===== src/rtl/rr_mux_reg.sv =====
// rr_mux_reg: N-channel arbitrated multiplexer with a single registered output
// stage. Arbitration is either fixed priority (lowest index wins) or
// round-robin, starting the search at a rotating pointer. The output register
// reloads whenever it is empty or being consumed, so a word can be accepted
// and another one consumed in the same cycle without a bubble.
module rr_mux_reg #(
  parameter int WIDTH = 8,
  parameter int N     = 4,
  parameter int MODE  = 1,
  localparam int CW   = $clog2(N)
) (
  input  logic                 CLK,
  input  logic                 RST,
  input  logic [N*WIDTH-1:0]   IN_DATA,
  input  logic [N-1:0]         IN_VALID,
  output logic [N-1:0]         IN_READY,
  output logic [WIDTH-1:0]     OUT_DATA,
  output logic                 OUT_VALID,
  input  logic                 OUT_READY,
  output logic [CW-1:0]        OUT_CH
);

  logic [WIDTH-1:0] out_data_q, out_data_d;
  logic             out_valid_q, out_valid_d;
  logic [CW-1:0]    out_ch_q, out_ch_d;
  logic [CW-1:0]    ptr_q, ptr_d;

  logic [N-1:0]     grant;
  logic [CW-1:0]    sel_ch;
  logic             found;
  logic [CW-1:0]    idx;
  logic [CW:0]      sum;
  logic [WIDTH-1:0] sel_data;
  logic             ld;

  // The output register may take a new word when it is empty or being drained.
  assign ld = ~out_valid_q | OUT_READY;

  // Arbiter: scan channels starting at the pointer (or at 0 for fixed
  // priority) and grant the first one offering a word.
  always_comb begin
    grant  = '0;
    sel_ch = '0;
    found  = 1'b0;
    idx    = '0;
    sum    = '0;
    for (int k = 0; k < N; k++) begin
      if (MODE == 0) begin
        idx = CW'(k);
      end else begin
        sum = {1'b0, ptr_q} + (CW+1)'(k);
        if (sum >= (CW+1)'(N)) begin
          sum = sum - (CW+1)'(N);
        end
        idx = sum[CW-1:0];
      end
      if (!found && IN_VALID[idx]) begin
        found       = 1'b1;
        grant[idx]  = 1'b1;
        sel_ch      = idx;
      end
    end
  end

  // Data select driven by the one-hot grant, so only one slice ever passes.
  always_comb begin
    sel_data = '0;
    for (int i = 0; i < N; i++) begin
      if (grant[i]) begin
        sel_data = IN_DATA[i*WIDTH +: WIDTH];
      end
    end
  end

  // Next state of the output stage and the round-robin pointer.
  always_comb begin
    out_valid_d = out_valid_q;
    out_data_d  = out_data_q;
    out_ch_d    = out_ch_q;
    ptr_d       = ptr_q;
    if (ld) begin
      out_valid_d = found;
      if (found) begin
        out_data_d = sel_data;
        out_ch_d   = sel_ch;
        if (MODE != 0) begin
          if (sel_ch == CW'(N-1)) begin
            ptr_d = '0;
          end else begin
            ptr_d = sel_ch + CW'(1);
          end
        end
      end
    end
    if (MODE == 0) begin
      ptr_d = '0;
    end
  end

  // State registers; reset clears the held word and the pointer immediately.
  always_ff @(posedge CLK or posedge RST) begin
    if (RST) begin
      out_valid_q <= 1'b0;
      out_data_q  <= '0;
      out_ch_q    <= '0;
      ptr_q       <= '0;
    end else begin
      out_valid_q <= out_valid_d;
      out_data_q  <= out_data_d;
      out_ch_q    <= out_ch_d;
      ptr_q       <= ptr_d;
    end
  end

  assign IN_READY  = grant & {N{ld & ~RST}};
  assign OUT_DATA  = out_data_q;
  assign OUT_VALID = out_valid_q;
  assign OUT_CH    = out_ch_q;

endmodule


===== config.mk =====
export PLATFORM = sky130hd
export DESIGN_NAME = rr_mux_reg
export DESIGN_NICKNAME = d
export VERILOG_FILES = /design/src/rtl/rr_mux_reg.sv
export SDC_FILE = /design/constraint.sdc
export NUM_CORES = 1
export LEC_CHECK = 0
export BUFFER_PORTS_ARGS = -buffer_cell sky130_fd_sc_hd__clkbuf_2
export CAP_MARGIN = 25
export CORE_UTILIZATION = 50
export CTS_CLUSTER_DIAMETER = 100
export DETAILED_ROUTE_END_ITERATION = 7
export PLACE_DENSITY_LB_ADDON = 0.12
export SKIP_CTS_REPAIR_TIMING = 1
export SYNTH_ARGS = -nofsm -noshare
export SYNTH_HDL_FRONTEND = slang
export SYNTH_SLANG_ARGS = --single-unit

===== constraint.sdc =====
create_clock -name CLK -period 3.8 [get_ports CLK]
set_input_delay 0.57 -clock CLK [delete_from_list [all_inputs] [get_ports CLK]]
set_output_delay 0.57 -clock CLK [all_outputs]
set_load 0.05 [all_outputs]

==> results.sh <==
export IMPL_status="completed"
export IMPL_hold_viol=0
export IMPL_antenna_found_initial=0
export IMPL_vias=1485
export IMPL_worst_path_buf_inv=2
export IMPL_drc=0
export IMPL_synth_nets=210
export IMPL_max_clock_path_buffers=2
export IMPL_clkTransAtPathRegs_ns=0.09
export IMPL_vdd_ir_drop_max_mv=0.574
export IMPL_setup_viol=0
export IMPL_port_buffers=53
export IMPL_drive_gt1_share_pct=37.9
export IMPL_grt_start_max_net_pins=15
export IMPL_period_minus_slack_ns=3.60
export IMPL_gr_usage_all_layers_pct=26.1
export IMPL_crit_path_start_kind="flip-flop"
export IMPL_synthesis_area_um2=1490
export IMPL_synth_edf_count=0
export IMPL_reg2reg_to="OUT_DATA[6]"
export IMPL_timing_slew_headroom_pct=51.6
export IMPL_grt_pass1_wl_um=6560
export IMPL_reg2reg_slack_ns=0.82
export IMPL_ys_warn_count=0
export IMPL_maxCapViolCount=0
export IMPL_firstDrtPassIters=4
export IMPL_rsz0062_at_grt="false"
export IMPL_crit_path_cell_trace="inv_1, ha_2, mux4_2, or3_2, a21oi_1, a2111o_1, nor2b_1, clkbuf_2"
export IMPL_syn_avg_cell_area_um2=9.07
export IMPL_globalRouteOverflowTotal=0
export IMPL_clockRootBuffer="clkbuf_4"
export IMPL_area_growth_pct=18.6
export IMPL_tightestPinTransition_ns=0.726
export IMPL_drtAntennaViolNets=0
export IMPL_die_y_um=56.5
export IMPL_async_flop_share_pct=100
export IMPL_post_route_util_pct=63.4
export IMPL_std_cell_rows=19
export IMPL_numCtsBuffers=3
export IMPL_syn_inst=164
export IMPL_synth_fa_ha_area_share_pct=5.89
export IMPL_cts_sinks=13
export IMPL_synthSimpleGateAreaFrac_pct=21.4
export IMPL_setup_tns_ns=0
export IMPL_die_width_um=56.5
export IMPL_cp_top_family="simple AND/OR/NAND/NOR gates"
export IMPL_dp_hpwl_um=2950
export IMPL_routed_wirelength_um=3860
export IMPL_io_pins=54
export IMPL_place_gp_congestion=0.882
export IMPL_synth_seq_cells=13
export IMPL_synth_compound_area_share_pct=34.8
export IMPL_place_ws_ns=0.496
export IMPL_wl_per_cell_um=15.8
export IMPL_core_um2=2780
export IMPL_hp_class="input port to async pin"
export IMPL_critPathMaxStageDelay_ns=0.48
export IMPL_dp_cells=241
export IMPL_clock_skew_ns=0.00924
export IMPL_synth_xor_area_share_pct=0.589
export IMPL_critPathKind="flip-flop to primary output"
export IMPL_start_util_pct=53.5
export IMPL_htree_levels=1
export IMPL_nets=261
export IMPL_cp_end_kind="primary output"
export IMPL_synthMuxAreaShare_pct=8.33
export IMPL_first_iter_violations=62
export IMPL_finalPower_mw=1.62
export IMPL_die_area_um2=3200
export IMPL_ys_seq_area_share_pct=21.9
export IMPL_synth_top_family_by_area="compound AO/OA/AOI/OAI gates"
export IMPL_clkLatencyLatePin_ns=0.28
export IMPL_setup_ws_ns=0.199
export IMPL_p_per_area_nw_per_um2=918
export IMPL_worstPathMaxFanout=13
export IMPL_cp_arrival_ns=3.03
export IMPL_synth_distinct_cells=51
export IMPL_leakagePower_nw=0.825
export IMPL_fmax_ghz=0.278
export IMPL_reg2reg_depth=8
export IMPL_fin_cells=245
export IMPL_diodes=0
export IMPL_worstPathRequired_ns=3.23
export IMPL_fin_crit_sh_pct=94.8
export IMPL_synth_flop_cell="dfrtp_1"
export IMPL_cp_slowest_cell="mux4_2"
export IMPL_first_global_vias=1389
export IMPL_maxSlewViolCount=0
export IMPL_viasPerCell=6.06
export IMPL_cts_tree="built"
-- sequential cells by signal, indices dropped and copies added (netlist names), named ones only --
| register | count |
|---|---|
| OUT_CH | 2 |
| OUT_DATA | 8 |
| OUT_VALID | 1 |
| ptr_q | 1 |
-- synthesized netlist by cell type (2+ instances only) --
cell type	count	area share [%]
a2111o_1	2	1.5
mux2_2	2	1.5
dfrtp_1	13	22
and2_1	3	1.3
a21oi_1	6	2.0
nand3b_1	2	1.0
nor3_1	2	0.67
a21oi_2	2	1.2
a21boi_0	8	4.0
a211oi_1	2	1.0
buf_6	3	2.3
nor3b_1	3	1.5
mux4_2	2	3.0
o31ai_1	8	4.0
nand2_1	18	4.5
ha_1	7	5.9
or3_1	2	0.84
buf_4	5	2.5
nor2_1	15	3.8
a2111oi_4	2	3.7
nand2_4	2	1.5
mux2i_1	3	2.0
a21o_1	2	1.0
or3_2	3	1.5
a2bb2oi_1	8	4.7
inv_1	7	1.8
a311oi_1	8	4.7
-- cells in the final DEF, fill, tap and decap left out, types with 2 or more instances in the layout --
cell	Yosys	layout
a2111o_1	2	2
a2111oi_4	2	2
a211oi_1	2	2
a21boi_0	8	8
a21o_1	2	2
a21oi_1	6	6
a21oi_2	2	2
a2bb2oi_1	8	8
a311oi_1	8	8
and2_1	3	3
buf_4	5	3
clkbuf_2	0	53
clkbuf_4	0	3
dfrtp_1	13	13
ha_1	7	6
inv_1	7	7
mux2_2	2	2
mux2i_1	3	3
mux4_2	2	2
nand2_1	18	18
nand2_4	2	2
nand3b_1	2	2
nor2_1	15	15
nor3_1	2	2
nor3b_1	3	3
o31ai_1	8	8
or3_1	2	2
or3_2	3	3
-- final cells by class --
cell class,count,area (um2)
well taps,31,38.8
clock buffers,3,22.5
clock inverters,1,5.00
multi-input cells,134,1060
flip-flops and latches,13,325
repair buffers,56,288
inverters,7,26.3
fillers,246,1020
-- power breakdown --
part	internal, mW	switching, mW
clock network	0.0391	0.0499
logic	0.474	0.825
registers	0.202	0.0297
-- worst max-delay path by stage --
stage	from	slack [ns]	cells past startpoint	end
after global routing	flip-flop	0.06	8	IN_READY[0]
after global placement	flip-flop	0.55	8	IN_READY[0]
after detailed placement	flip-flop	0.50	8	IN_READY[0]
final	flip-flop	0.20	8	IN_READY[0]
after floorplan	flip-flop	0.09	10	IN_READY[1]
after CTS	flip-flop	0.15	8	IN_READY[0]
-- cells by family after synthesis --
logic type                 count (synthesis)
muxes                                      8
buffers and inverters                     17
AOI/OAI and AO/OA                         58
adders and majority gates                  7
DFF                                       13
xor gates and xnor gates                   1
and+or+nand+nor                           60
-- routing by layer --
metal  vias to the layer above  global-route usage, %  routed length, um
li1                        725                      -                  -
met1                       702                   38.5               1890
met2                        51                   38.8               1710
met3                         7                   3.46                202
met4                         0                   8.71                 55
met5                         -                      0                  0
-- worst reg2reg max path: cells and delay by family, from the launching register on --
family / cells / cell delay [ns]
AO/OA/AOI/OAI: 4 / 1.31
flip-flops: 1 / 0.39
adder cells (fa/ha/maj): 1 / 0.38
AND/OR/NAND/NOR: 2 / 0.61
buffers and inverters: 1 / 0.17
-- stage by stage --
stage | instance area, um2 | hold WS [ns]
global route | 1760 | 0.321
CTS | 1760 | 0.303
finish | 1760 | 0.284
detailed placement | 1730 | 0.480
floorplan | 1490 | 0.455
global placement | 1730 | 0.463
Note: power is estimated with default switching activity, not from simulation.
